$ cat src/rtl/risc_sequencer.sv
// Instruction sequencer for the RISC-Y core: FETCH/DECODE/EXECUTE/UPDATE control
// with memory wait states, run/halt/single-step and a sticky memory-timeout fault.
module risc_sequencer #(
   parameter int unsigned OPW      = 4,
   parameter int unsigned WAIT_MAX = 7,
   parameter int unsigned CNT_W    = 16
) (
   input  logic             CLK,
   input  logic             RST,
   input  logic             RUN,
   input  logic             STEP,
   input  logic [OPW-1:0]   OPCODE,
   input  logic             ZERO,
   input  logic             MEM_RDY,
   output logic [1:0]       PHASE,
   output logic             MEM_RD,
   output logic             MEM_WR,
   output logic             IR_LD,
   output logic             PC_INC,
   output logic             PC_LD,
   output logic             ACC_LD,
   output logic             INSTR_DONE,
   output logic             HALTED,
   output logic             FAULT,
   output logic [CNT_W-1:0] INSTR_CNT
);

   localparam int unsigned WCW = (WAIT_MAX < 2) ? 1 : $clog2(WAIT_MAX + 1);

   localparam logic [OPW-1:0] OP_HLT = OPW'(0);
   localparam logic [OPW-1:0] OP_LDA = OPW'(1);
   localparam logic [OPW-1:0] OP_STO = OPW'(2);
   localparam logic [OPW-1:0] OP_ADD = OPW'(3);
   localparam logic [OPW-1:0] OP_JMP = OPW'(4);
   localparam logic [OPW-1:0] OP_SKZ = OPW'(5);

   typedef enum logic [2:0] {
      S_HALT    = 3'd0,
      S_FETCH   = 3'd1,
      S_DECODE  = 3'd2,
      S_EXECUTE = 3'd3,
      S_UPDATE  = 3'd4
   } state_t;

   state_t           state_q;
   state_t           state_d;
   logic             step_q;
   logic [WCW-1:0]   wcnt_q;
   logic             mem_req;
   logic             timeout;

   assign mem_req = MEM_RD | MEM_WR;
   // A request still unanswered after WAIT_MAX counted wait cycles aborts the instruction.
   assign timeout = mem_req && !MEM_RDY && (wcnt_q == WCW'(WAIT_MAX));

   // State register
   always_ff @(posedge CLK) begin
      if (RST) state_q <= S_HALT;
      else     state_q <= state_d;
   end

   // Next-state logic
   always_comb begin
      state_d = state_q;
      case (state_q)
         S_HALT: begin
            if (!FAULT && (RUN || STEP)) state_d = S_FETCH;
         end
         S_FETCH: begin
            if (MEM_RDY)      state_d = S_DECODE;
            else if (timeout) state_d = S_HALT;
         end
         S_DECODE: begin
            state_d = (OPCODE == OP_HLT) ? S_HALT : S_EXECUTE;
         end
         S_EXECUTE: begin
            if (!mem_req || MEM_RDY) state_d = S_UPDATE;
            else if (timeout)        state_d = S_HALT;
         end
         S_UPDATE: begin
            state_d = (RUN && !step_q) ? S_FETCH : S_HALT;
         end
         default: state_d = S_HALT;
      endcase
   end

   // Output decode from the registered state
   always_comb begin
      PHASE      = 2'd0;
      MEM_RD     = 1'b0;
      MEM_WR     = 1'b0;
      IR_LD      = 1'b0;
      PC_INC     = 1'b0;
      PC_LD      = 1'b0;
      ACC_LD     = 1'b0;
      INSTR_DONE = 1'b0;
      HALTED     = 1'b0;
      case (state_q)
         S_HALT: HALTED = 1'b1;
         S_FETCH: begin
            MEM_RD = 1'b1;
            IR_LD  = MEM_RDY;
         end
         S_DECODE: begin
            PHASE  = 2'd1;
            PC_INC = 1'b1;
         end
         S_EXECUTE: begin
            PHASE = 2'd2;
            case (OPCODE)
               OP_LDA, OP_ADD: begin
                  MEM_RD = 1'b1;
                  ACC_LD = MEM_RDY;
               end
               OP_STO:  MEM_WR = 1'b1;
               OP_JMP:  PC_LD  = 1'b1;
               OP_SKZ:  PC_INC = ZERO;
               default: ;
            endcase
         end
         S_UPDATE: begin
            PHASE      = 2'd3;
            INSTR_DONE = 1'b1;
         end
         default: HALTED = 1'b1;
      endcase
   end

   // Single-step arm, wait counter, fault flag and retire counter
   always_ff @(posedge CLK) begin
      if (RST) begin
         step_q    <= 1'b0;
         wcnt_q    <= '0;
         FAULT     <= 1'b0;
         INSTR_CNT <= '0;
      end else begin
         if (state_q == S_HALT && !FAULT && STEP)
            step_q <= 1'b1;
         else if (state_q == S_UPDATE || (state_q == S_DECODE && OPCODE == OP_HLT) || timeout)
            step_q <= 1'b0;

         if (state_d != state_q || MEM_RDY || !mem_req) wcnt_q <= '0;
         else                                           wcnt_q <= wcnt_q + WCW'(1);

         if (timeout) FAULT <= 1'b1;

         if (state_q == S_UPDATE) INSTR_CNT <= INSTR_CNT + CNT_W'(1);
      end
   end

endmodule

$ cat config.mk
export PLATFORM = sky130hd
export DESIGN_NAME = risc_sequencer
export DESIGN_NICKNAME = d
export VERILOG_FILES = /design/src/rtl/risc_sequencer.sv
export SDC_FILE = /design/constraint.sdc
export NUM_CORES = 1
export LEC_CHECK = 0
export BUFFER_PORTS_ARGS = -buffer_cell sky130_fd_sc_hd__buf_2
export CAP_MARGIN = 20
export CORE_MARGIN = 2
export CORE_UTILIZATION = 45
export CTS_CLUSTER_DIAMETER = 80
export DETAILED_ROUTE_END_ITERATION = 10
export GPL_TIMING_DRIVEN = 0
export PLACE_DENSITY = 0.76
export SLEW_MARGIN = 20
export SYNTH_ARGS = -nofsm -noshare
export SYNTH_HDL_FRONTEND = slang
export SYNTH_SLANG_ARGS = --single-unit
$ cat constraint.sdc
create_clock -name CLK -period 1.58 [get_ports CLK]
set_clock_uncertainty 0.2 [all_clocks]
set_input_delay 0.316 -clock CLK [delete_from_list [all_inputs] [get_ports CLK]]
set_output_delay 0.316 -clock CLK [all_outputs]
set_load 0.02 [all_outputs]
==> summary by stage <==
Timing
Setup repair after global routing could not meet its margin everywhere. The slew at the pin closest to its max-slew limit is around 550 ps. Setup violations remaining at the end of the flow were counted as 29.

The final number of hold-violating endpoints is 0. Counting I/O delays and the setup requirement, the final critical path takes 1930 ps. Measured against its own limit, the worst slew margin works out to 0.630. Of the available clock period, the critical path in the final layout requires 1.22. After layout, the worst setup slack is -350 ps. Timing would allow up to 518 MHz. The max-slew violation count was 0.

Setup path
For the worst setup path, the data arrival time is approximately 1400 ps. The kind of capture point of the worst setup path is a primary output. Walking the worst path, the cells encountered are buf_8 -> nand3b_4 -> and4bb_4 -> buf_6. The worst setup path is launched from a flip-flop. The peak fanout along the critical path is 5. The worst register-to-register path ends at wcnt_q[0].

In this design, the stage delay of the slowest critical-path cell is approximately 390 ps. The type of the setup path with the least slack is reg -> out. The depth of the worst register-to-register path is 6. The required arrival time at the worst endpoint is 1060 ps.

The setup slack on the worst flop-to-flop path is -330 ps. The master of the slowest instance on the critical path is sky130_fd_sc_hd__dfxtp_2. The beginning of the worst register-to-register path is state_q[1].

Final layout
The most common library cell in the layout ignoring fill and taps is sky130_fd_sc_hd__buf_2. The area of all sequential standard cells is 495 um2. 0 antenna diodes ended up in the layout.

The layout filler cell count is 184. The multi-input combinational cells in the finished layout cover a total of 907 um2. The top cell types in the final layout, fill and taps aside, are 26 x sky130_fd_sc_hd__buf_2, 23 x sky130_fd_sc_hd__buf_4, 16 x sky130_fd_sc_hd__dfxtp_1, 13 x sky130_fd_sc_hd__nor2_1, 12 x sky130_fd_sc_hd__buf_6. Of the cells placed in the final design, the portion with a size suffix greater than 1 is 0.512. Compared with the post-synthesis result, the final layout area differs by 59.2%.

The number of nets in the layout is around 220. Leaving out filler cells and counting taps, the final layout contains 240.

Logic synthesis
For this run, the leading register cell type out of synthesis is sky130_fd_sc_hd__dfxtp_1. The share of synthesized flip-flops with an asynchronous set or reset is 0. The share of the Yosys chip area taken by registers is 0.385. After synthesis, the mean cell area works out to between 8 and 9 um2. In this run, synthesis inferred 0 flip-flops with an integrated enable. The synthesized design contains 24 register bits. During synthesis, Yosys emitted a total of 0 warnings. The mapped netlist covers between 1000 and 1500 um2. The net count after synthesis is roughly 160. The cell count after synthesis came out at 146. The number of distinct library cells after synthesis is 39.

Floorplan
The die is between 50 and 60 um tall. Pin placement for this block handled 37 I/O pins. The die footprint is 3210 um2.

For this configuration, the core starts out at a cell density of 0.464. The number of placement rows is 19. The core outline area is 2690 um2. From left edge to right edge, the die measures 56.7 um.

Global route
The number of global-route vias before repair came to 1396. The largest net degree at the start of global routing is 15. The global-route wire length before repair is 6210 um. The number of antenna violations at the first check in global routing came to 0. Global routing finished with a remaining overflow of 0. The global router's overall resource usage is 0.252.

Clock tree
The clock network latency to the later pin of the worst-skew pair is 340 ps. The tree is rooted in a sky130_fd_sc_hd__clkbuf_4. The maximum level of the CTS H-tree is 1. The longest clock path from root to sink contains 2 buffers. The clock tree from TritonCTS is built. The clock input transition at the sequential cells of the worst setup and hold paths is ~150 ps. The number of sinks on the clock net is 24. The number of buffers created by CTS is 3.

Place
Port buffering added 36 buffers. Once placement completed, the tool counted placed cells totaling 213. The placer's final routability congestion estimate is 0.844. The post-detailed-placement half-perimeter wirelength is 2300 um.

Routing
The total routed wirelength is just over 4000 um. The detailed router finished its first iteration with 74 violations. The routed layout has 1435 vias. For this run, design rule violations remaining after detail routing come to 0. Before antenna repair, the detailed router went through 4 iterations. The post-detailed-route count of antenna-violating nets is 0. After detailed routing, the number of vias per cell comes to 5.98. The routed wirelength normalized by instance count is 17.2 um.

Power
The power density over the cells is between 700 and 800 nW/um2. The analysis attributes to cell leakage a power of slightly below 0.0009 uW. Total power for the finished layout comes to 1430 uW. IR analysis of the VDD net gives a maximum drop of 0.964 mV.

Min path
The worst hold path begins at RST. For hold timing, the worst endpoint is wcnt_q[0]. The path class of the tightest hold or removal check is in -> reg. Counting instances, the worst hold path has a depth of 2.

Run status
The checks that failed: setup timing. The run finished, with violations left.

Run
Across the run, the number of max-cap violations was 0.
## registers in the layout, indices dropped and copies added, names as in the netlist
register / cells
FAULT: 1
INSTR_CNT: 16
state_q: 3
step_q: 1
wcnt_q: 3
## per-stage QoR
stage	hold slack [ps]	TNS [ps]	cell area, um2	utilization	setup WS (ps)
floorplan	198	-859	1330	-	-139
global placement	223	-3480	1550	0.577	-336
detailed placement	231	-4030	1550	0.577	-411
CTS	16.1	-5440	1900	0.707	-326
global route	43.1	-8710	1990	0.739	-438
finish	46.8	-6310	1990	0.739	-350
## kinds of logic (layout without fill, tap and decap cells)
family                   after synthesis  after routing  share of synthesized area
AND/OR/NAND/NOR                       64             64                      0.299
flip-flops                            24             24                      0.385
adder cells (fa/ha/maj)                3              3                     0.0301
XOR/XNOR                               9              9                     0.0632
buffers and inverters                 12             75                     0.0431
AO/OA/AOI/OAI                         34             34                      0.180
## critical path, delay by kind of cell, from the launching register on
kind                   cells  cell delay, ps
flip-flops                 1             390
buffers and inverters      2             260
AND/OR/NAND/NOR            2             430
## power breakdown
part	total (uW)	switching, uW	internal, uW
combinational	397	208	189
clock	409	215	194
sequential	625	10.2	614
total	1430	433	997
## final cells by class
type,count,share of cell area
Multi-Input combinational cell,110,0.457
Clock buffer,4,0.0239
Tap cell,31,0.0195
Buffer,6,0.0277
Timing Repair Buffer,59,0.211
Inverter,6,0.0113
Sequential cell,24,0.250
## how the worst max path moves through the flow
stage / to / slack [ps] / start
after floorplan: wcnt_q[1] / -140 / state_q[1]
after global placement: wcnt_q[0] / -340 / OPCODE[3]
after detailed placement: wcnt_q[1] / -410 / OPCODE[3]
after CTS: MEM_WR / -330 / state_q[1]
after global routing: wcnt_q[2] / -440 / wcnt_q[0]
final: MEM_WR / -350 / state_q[1]
## layer usage
layer	vias to the layer above	global-route usage	routed length, um	share of wire
li1	670	-	-	-
met1	686	0.278	1600	0.39
met2	63	0.444	2160	0.52
met3	16	0.0507	222	0.054
met4	0	0.146	156	0.038
met5	-	0	0	0
## cells in the mapped netlist (all sizes together), types with 2 or more instances
cell	instances	area, um2
nor2b	2	12.5
xnor2	2	17.5
and4	2	17.5
a2111oi	3	30.0
and2	2	12.5
dfxtp	24	480
o211ai	2	15.0
ha	3	37.5
nand4	7	56.3
buf	3	20.0
nor2	14	52.6
nor3	3	15.0
xor2	7	61.3
a21oi	12	60.1
nand2	8	30.0
nand3	8	40.0
or3	7	43.8
nand2b	3	18.8
o211a	2	20.0
clkbuf	3	11.3
inv	6	22.5
o21ai	8	40.0
a221oi	2	17.5
## repair_timing
item	CTS	global route
hold buffers	0	0
endpoints found under the setup margin	28	31
pin swaps	15	7
buffers inserted	20	4
gates resized for setup	45	9
No activity file was read; power rests on OpenSTA's default activity.
